**src/rtl/panel_scan_ctrl.sv**
```systemverilog
// Row/PWM scan sequencer for a HUB75-style panel fed from an AL422 FIFO.
// Shifts one row, latches it, displays it, then rewinds the FIFO once per PWM subframe.
module panel_scan_ctrl #(
  parameter int COLS           = 64,
  parameter int ROWS           = 16,
  parameter int ROW_BITS       = 4,
  parameter int PWM_MAX        = 30,
  parameter int LAT_CYCLES     = 2,
  parameter int DISPLAY_CYCLES = 32,
  parameter int RRST_CYCLES    = 2
) (
  input  logic                in_clk,
  input  logic                in_rst,
  input  logic                in_enable,
  input  logic                pixel_strobe,
  output logic                rd_en,
  output logic                fifo_rrst_n,
  output logic                lat,
  output logic                oe_n,
  output logic [ROW_BITS-1:0] row_addr,
  output logic [7:0]          pwm_value,
  output logic                frame_done
);

  localparam logic [2:0] ST_IDLE    = 3'd0;
  localparam logic [2:0] ST_REWIND  = 3'd1;
  localparam logic [2:0] ST_SHIFT   = 3'd2;
  localparam logic [2:0] ST_LATCH   = 3'd3;
  localparam logic [2:0] ST_DISPLAY = 3'd4;

  localparam int CNT_MAX0 = (LAT_CYCLES > RRST_CYCLES) ? LAT_CYCLES : RRST_CYCLES;
  localparam int CNT_MAX  = (DISPLAY_CYCLES > CNT_MAX0) ? DISPLAY_CYCLES : CNT_MAX0;
  localparam int CNT_W    = $clog2(CNT_MAX + 1);
  localparam int COL_W    = $clog2(COLS + 1);

  localparam logic [CNT_W-1:0]    RRST_LAST = CNT_W'(RRST_CYCLES - 1);
  localparam logic [CNT_W-1:0]    LAT_LAST  = CNT_W'(LAT_CYCLES - 1);
  localparam logic [CNT_W-1:0]    DISP_LAST = CNT_W'(DISPLAY_CYCLES - 1);
  localparam logic [COL_W-1:0]    COL_LAST  = COL_W'(COLS - 1);
  localparam logic [ROW_BITS-1:0] ROW_LAST  = ROW_BITS'(ROWS - 1);
  localparam logic [7:0]          PWM_LAST  = 8'(PWM_MAX);

  logic [2:0]          state_q, state_d;
  logic [CNT_W-1:0]    cyc_q, cyc_d;
  logic [COL_W-1:0]    col_cnt_q, col_cnt_d;
  logic [ROW_BITS-1:0] row_cnt_q, row_cnt_d;
  logic [ROW_BITS-1:0] row_addr_q, row_addr_d;
  logic [7:0]          pwm_q, pwm_d;
  logic                frame_done_q, frame_done_d;
  logic                rd_en_q, rrst_n_q, lat_q, oe_n_q;

  always_comb begin
    state_d      = state_q;
    cyc_d        = cyc_q + 1'b1;
    col_cnt_d    = col_cnt_q;
    row_cnt_d    = row_cnt_q;
    row_addr_d   = row_addr_q;
    pwm_d        = pwm_q;
    frame_done_d = 1'b0;
    case (state_q)
      ST_IDLE: begin
        cyc_d = '0;
        if (in_enable) state_d = (row_cnt_q == '0) ? ST_REWIND : ST_SHIFT;
      end
      ST_REWIND: begin
        if (cyc_q == RRST_LAST) begin
          state_d = ST_SHIFT;
          cyc_d   = '0;
        end
      end
      ST_SHIFT: begin
        cyc_d = '0;
        if (pixel_strobe) begin
          if (col_cnt_q == COL_LAST) begin
            col_cnt_d  = '0;
            row_addr_d = row_cnt_q;
            state_d    = ST_LATCH;
          end else begin
            col_cnt_d = col_cnt_q + 1'b1;
          end
        end
      end
      ST_LATCH: begin
        if (cyc_q == LAT_LAST) begin
          state_d = ST_DISPLAY;
          cyc_d   = '0;
        end
      end
      ST_DISPLAY: begin
        if (cyc_q == DISP_LAST) begin
          cyc_d = '0;
          // Last row closes the subframe: advance PWM and rewind the frame store.
          if (row_cnt_q == ROW_LAST) begin
            row_cnt_d = '0;
            if (pwm_q == PWM_LAST) begin
              pwm_d        = '0;
              frame_done_d = 1'b1;
            end else begin
              pwm_d = pwm_q + 1'b1;
            end
            state_d = in_enable ? ST_REWIND : ST_IDLE;
          end else begin
            row_cnt_d = row_cnt_q + 1'b1;
            state_d   = in_enable ? ST_SHIFT : ST_IDLE;
          end
        end
      end
      default: begin
        state_d = ST_IDLE;
        cyc_d   = '0;
      end
    endcase
  end

  always_ff @(posedge in_clk or posedge in_rst) begin
    if (in_rst) begin
      state_q      <= ST_IDLE;
      cyc_q        <= '0;
      col_cnt_q    <= '0;
      row_cnt_q    <= '0;
      row_addr_q   <= '0;
      pwm_q        <= '0;
      frame_done_q <= 1'b0;
      rd_en_q      <= 1'b0;
      rrst_n_q     <= 1'b1;
      lat_q        <= 1'b0;
      oe_n_q       <= 1'b1;
    end else begin
      state_q      <= state_d;
      cyc_q        <= cyc_d;
      col_cnt_q    <= col_cnt_d;
      row_cnt_q    <= row_cnt_d;
      row_addr_q   <= row_addr_d;
      pwm_q        <= pwm_d;
      frame_done_q <= frame_done_d;
      // Strobes decode the next state so they line up exactly with state_q.
      rd_en_q      <= (state_d == ST_SHIFT);
      rrst_n_q     <= (state_d != ST_REWIND);
      lat_q        <= (state_d == ST_LATCH);
      oe_n_q       <= (state_d != ST_DISPLAY);
    end
  end

  assign rd_en       = rd_en_q;
  assign fifo_rrst_n = rrst_n_q;
  assign lat         = lat_q;
  assign oe_n        = oe_n_q;
  assign row_addr    = row_addr_q;
  assign pwm_value   = pwm_q;
  assign frame_done  = frame_done_q;

endmodule

```
**config.mk**
```make
export PLATFORM = sky130hd
export DESIGN_NAME = panel_scan_ctrl
export DESIGN_NICKNAME = d
export VERILOG_FILES = /design/src/rtl/panel_scan_ctrl.sv
export SDC_FILE = /design/constraint.sdc
export NUM_CORES = 1
export LEC_CHECK = 0
export ABC_CLOCK_PERIOD_IN_PS = 2300
export CORE_MARGIN = 8
export CORE_UTILIZATION = 40
export DETAILED_ROUTE_END_ITERATION = 10
export DONT_BUFFER_PORTS = 1
export PLACE_DENSITY = 0.51
export SKIP_LAST_GASP = 1
export SLEW_MARGIN = 20
export SYNTH_ARGS = -nofsm -noshare
export SYNTH_HDL_FRONTEND = slang
export SYNTH_SLANG_ARGS = --single-unit
```
**constraint.sdc**
```tcl
create_clock -name in_clk -period 2.3 [get_ports in_clk]
set_input_delay 0.46 -clock in_clk [delete_from_list [all_inputs] [get_ports in_clk]]
set_output_delay 0.46 -clock in_clk [all_outputs]
set_load 0.02 [all_outputs]
```
==> implementation parameters <==
Parameter                              Value

Outcome
  Outcome    finished, final reports clean

STA
  Portion of the clock cycle consumed by the worst path in the final layout    79.58%
  Highest achievable clock rate    546.3 MHz
  Total negative slack for setup checks    0 ps
  Setup skew after layout    7.065 ps
  Final Hold Violating Endpoints    0
  Final worst path period need    1830 ps
  Setup repair after global routing missed its margin    false
  Minimum setup slack in the final design    469.6 ps
  Final Setup Violations    0
  Total count of max-transition violations in the final report    0
  Transition time at the pin with the least slew margin    572.7 ps
  Slew margin rel.    around three fifths

Routing
  Number of detailed-route iterations in the first pass    4
  DR DRC count    0
  Average wire length per cell after detail routing    around 15 um
  Via count    roughly 1.2k
  Iter 0 DRT Violations    ~110
  Total wirelength of the detailed-routed design    approximately 3.4 mm
  Vias/cell    5.395
  Antenna Nets Post-Route    0

Global route
  Pin count of the biggest net entering global routing    38
  Number of antenna violations at the first check in global routing    0
  Global routing met1 resource utilization    between 10% and 20%
  Global-route met2 utilization    16.14%
  Vias in the first global route    1242
  First-pass GRT wire length    5.954 mm
  Most heavily used metal layer in global routing    met2
  Global route total overflow    0
  Met3 track utilization from global routing    4.004%
  Global-route total usage across every layer    approximately a tenth

Final layout
  Nets    181
  Fill cell count    428
  Most frequent standard cell in the layout excluding fill and tap cells    sky130_fd_sc_hd__dfrtp_1
  Share of layout cells above drive strength 1    15.20%
  Syn-to-layout area delta    9.296%
  Commonest cells after routing, fill and taps aside    sky130_fd_sc_hd__dfrtp_1, sky130_fd_sc_hd__nor2_1, sky130_fd_sc_hd__o21ai_0
  Multi-input logic area    842.1 um^2
  Final cell count without fillers    ~220
  Number of diodes added for antenna fixing    0
  Reg area    928.4 um^2
  Cell area after layout    roughly 0.0020 mm^2

Worst setup path
  Nature of the critical path startpoint    flip-flop
  Maximum fanout along the worst path    5
  Critical path arrival    2010 ps
  Delay of the slowest cell on the worst path    ~480 ps
  Critical Path, Cell by Cell    inv_1, ha_1, nor4b_1, nand2_1, a21oi_1, o21ai_1
  Kind of end point of the critical path    flip-flop
  Worst path slowest cell    sky130_fd_sc_hd__dfrtp_1
  Data required time at the worst endpoint    2480 ps
  Critical path class    flip-flop to flip-flop

Synth
  Distinct cell type count after synthesis    44
  Sequential area share after synthesis    50.72%
  Most common flop cell mapped by yosys    sky130_fd_sc_hd__dfrtp_1
  Fraction of registers with async set/reset    100.0%
  Avg Cell Area, Syn    11.16 um^2
  Instance count of the mapped netlist    164
  Number of synthesized flops with an enable pin    0
  Cell area after synthesis    between 0.0015 and 0.002 mm^2
  Number of warnings reported in the yosys synthesis log    0
  Synthesized net count    around 180
  Number of synthesized register bits    37

Die
  Die footprint    0.006997 mm^2
  Number of top-level pins    21
  Initial Util    41.75%
  Die width    83.65 um
  Die Y-Extent    83.65 um
  Core ar.    0.004384 mm^2
  Total number of placement rows    24

Job
  Count of maximum capacitance violations    0

Clocking
  Clock transition at path regs    ~80 ps
  CTS Root Cell    sky130_fd_sc_hd__clkbuf_8
  Number of buffers between clock root and the deepest sink    2
  Setup repair bufs after CTS    0
  H-tree depth reported by CTS    2
  CTS tree    done
  Latest clock arrival within the worst-skew pair    290 ps
  Number of buffers created by CTS    5
  Clock sink total    37
  Number of hold-repair buffers added at the cts stage    0
  Post-CTS resize count    0

Placement
  Total of buffers placed on input and output ports    0
  # placed instances    215
  Area after detailed placement    0.001881 mm^2
  Placement-stage worst setup slack    477.2 ps
  Detailed-placement wirelength estimate    2.500 mm
  Placer congestion estimate    between 0.7 and 0.8

Min path
  Min-Delay Path Class    primary input to asynchronous set/reset pin

Power and ir drop
  Leakage power of the design    0.0008986 uW
  IR drop worst, VDD    0.4958 mV
  Areal power density over the cells    930.2 mW/mm^2
[path summary, 6_finish.rpt]
| path | start | to | slack, ps | cells past startpoint |
|---|---|---|---|---|
| max in group asynchronous | in_rst | oe_n$_DFF_PP1_ | 1780 | 2 |
| min | in_rst | state_q[0]$_DFF_PP0_ | 160 | 2 |
| max reg2reg | pwm_value[0]$_DFFE_PP0P_ | pwm_value[3]$_DFFE_PP0P_ | 470 | 6 |
| max | pwm_value[0]$_DFFE_PP0P_ | pwm_value[3]$_DFFE_PP0P_ | 470 | 6 |
| min in group in_clk | in_enable | state_q[1]$_DFF_PP0_ | 320 | 2 |
| min reg2reg | col_cnt_q[4]$_DFFE_PP0P_ | col_cnt_q[4]$_DFFE_PP0P_ | 470 | 1 |
[area by class of cell]
| cell class | instances | share of cell area (%) |
|---|---|---|
| Clock buffer | 6 | 4.128 |
| Clock inverter | 2 | 1.876 |
| Inverter | 8 | 1.501 |
| Multi-Input combinational cell | 116 | 42.09 |
| Sequential cell | 37 | 46.40 |
| Tap cell | 52 | 3.252 |
| Timing Repair Buffer | 2 | 0.7505 |
[worst max-delay path: cells and delay by family (launching register included)]
family,cells,cell delay [ps]
and+or+nand+nor,2,710
DFF,1,480
AOI/OAI and AO/OA,2,240
adders and majority gates,1,150
buffers and inverters,1,140
[per-layer routing]
metal  part of all wire [%]  vias up
met2                     46       19
met4                    2.0        0
met5                      0        -
met3                    6.0        7
met1                     46      591
li1                       -      586
[per-stage QoR]
step / util (%) / power, uW / hold WS, ps
after CTS: 45.63 / 1891 / 168.8
after detailed placement: 42.89 / 1298 / 458.9
after global routing: 45.63 / 1993 / 216.4
after floorplan: - / 1221 / 438.6
final: 45.63 / 1861 / 163.7
after global placement: 42.89 / 1288 / 461.3
[Yosys cell counts (2+ instances only)]
| master | instances | area (um^2) |
|---|---|---|
| sky130_fd_sc_hd__a21oi_1 | 5 | 25.02 |
| sky130_fd_sc_hd__and2_1 | 4 | 25.02 |
| sky130_fd_sc_hd__and3_1 | 4 | 25.02 |
| sky130_fd_sc_hd__buf_6 | 2 | 22.52 |
| sky130_fd_sc_hd__dfrtp_1 | 35 | 875.8 |
| sky130_fd_sc_hd__dfstp_2 | 2 | 52.55 |
| sky130_fd_sc_hd__ha_1 | 7 | 87.58 |
| sky130_fd_sc_hd__inv_1 | 8 | 30.03 |
| sky130_fd_sc_hd__mux2_1 | 3 | 33.78 |
| sky130_fd_sc_hd__mux2_2 | 2 | 22.52 |
| sky130_fd_sc_hd__nand2_1 | 7 | 26.28 |
| sky130_fd_sc_hd__nand2b_1 | 2 | 12.51 |
| sky130_fd_sc_hd__nand3_1 | 8 | 40.04 |
| sky130_fd_sc_hd__nand4_1 | 6 | 37.54 |
| sky130_fd_sc_hd__nor2_1 | 16 | 60.06 |
| sky130_fd_sc_hd__nor2b_1 | 2 | 12.51 |
| sky130_fd_sc_hd__nor3_2 | 2 | 20.02 |
| sky130_fd_sc_hd__nor4_4 | 2 | 42.54 |
| sky130_fd_sc_hd__o21ai_0 | 10 | 50.05 |
| sky130_fd_sc_hd__o21ai_1 | 2 | 10.01 |
| sky130_fd_sc_hd__xnor2_1 | 8 | 70.07 |
| sky130_fd_sc_hd__xor2_1 | 5 | 43.79 |
[cell families after synthesis]
group | share of synthesized area (%)
and+or+nand+nor | 23.65
DFF | 50.72
AOI/OAI and AO/OA | 8.271
xor gates and xnor gates | 6.220
buffers and inverters | 3.281
adders and majority gates | 4.784
muxes | 3.076
[flip-flops by register name, summed over array words and instances, names as in the netlist]
signal and flops:
oe_n 1, lat 1, row_cnt_q 4, row_addr 4
rd_en 1, cyc_q 6, fifo_rrst_n 1, col_cnt_q 7
pwm_value 8, frame_done 1, state_q 3
[where the power goes]
| group | total, uW | internal (uW) | switching, uW |
|---|---|---|---|
| sequential | 915 | 769 | 146 |
| combinational | 364 | 167 | 197 |
| clock | 581 | 352 | 229 |
Note: power is estimated with default switching activity, not from simulation.
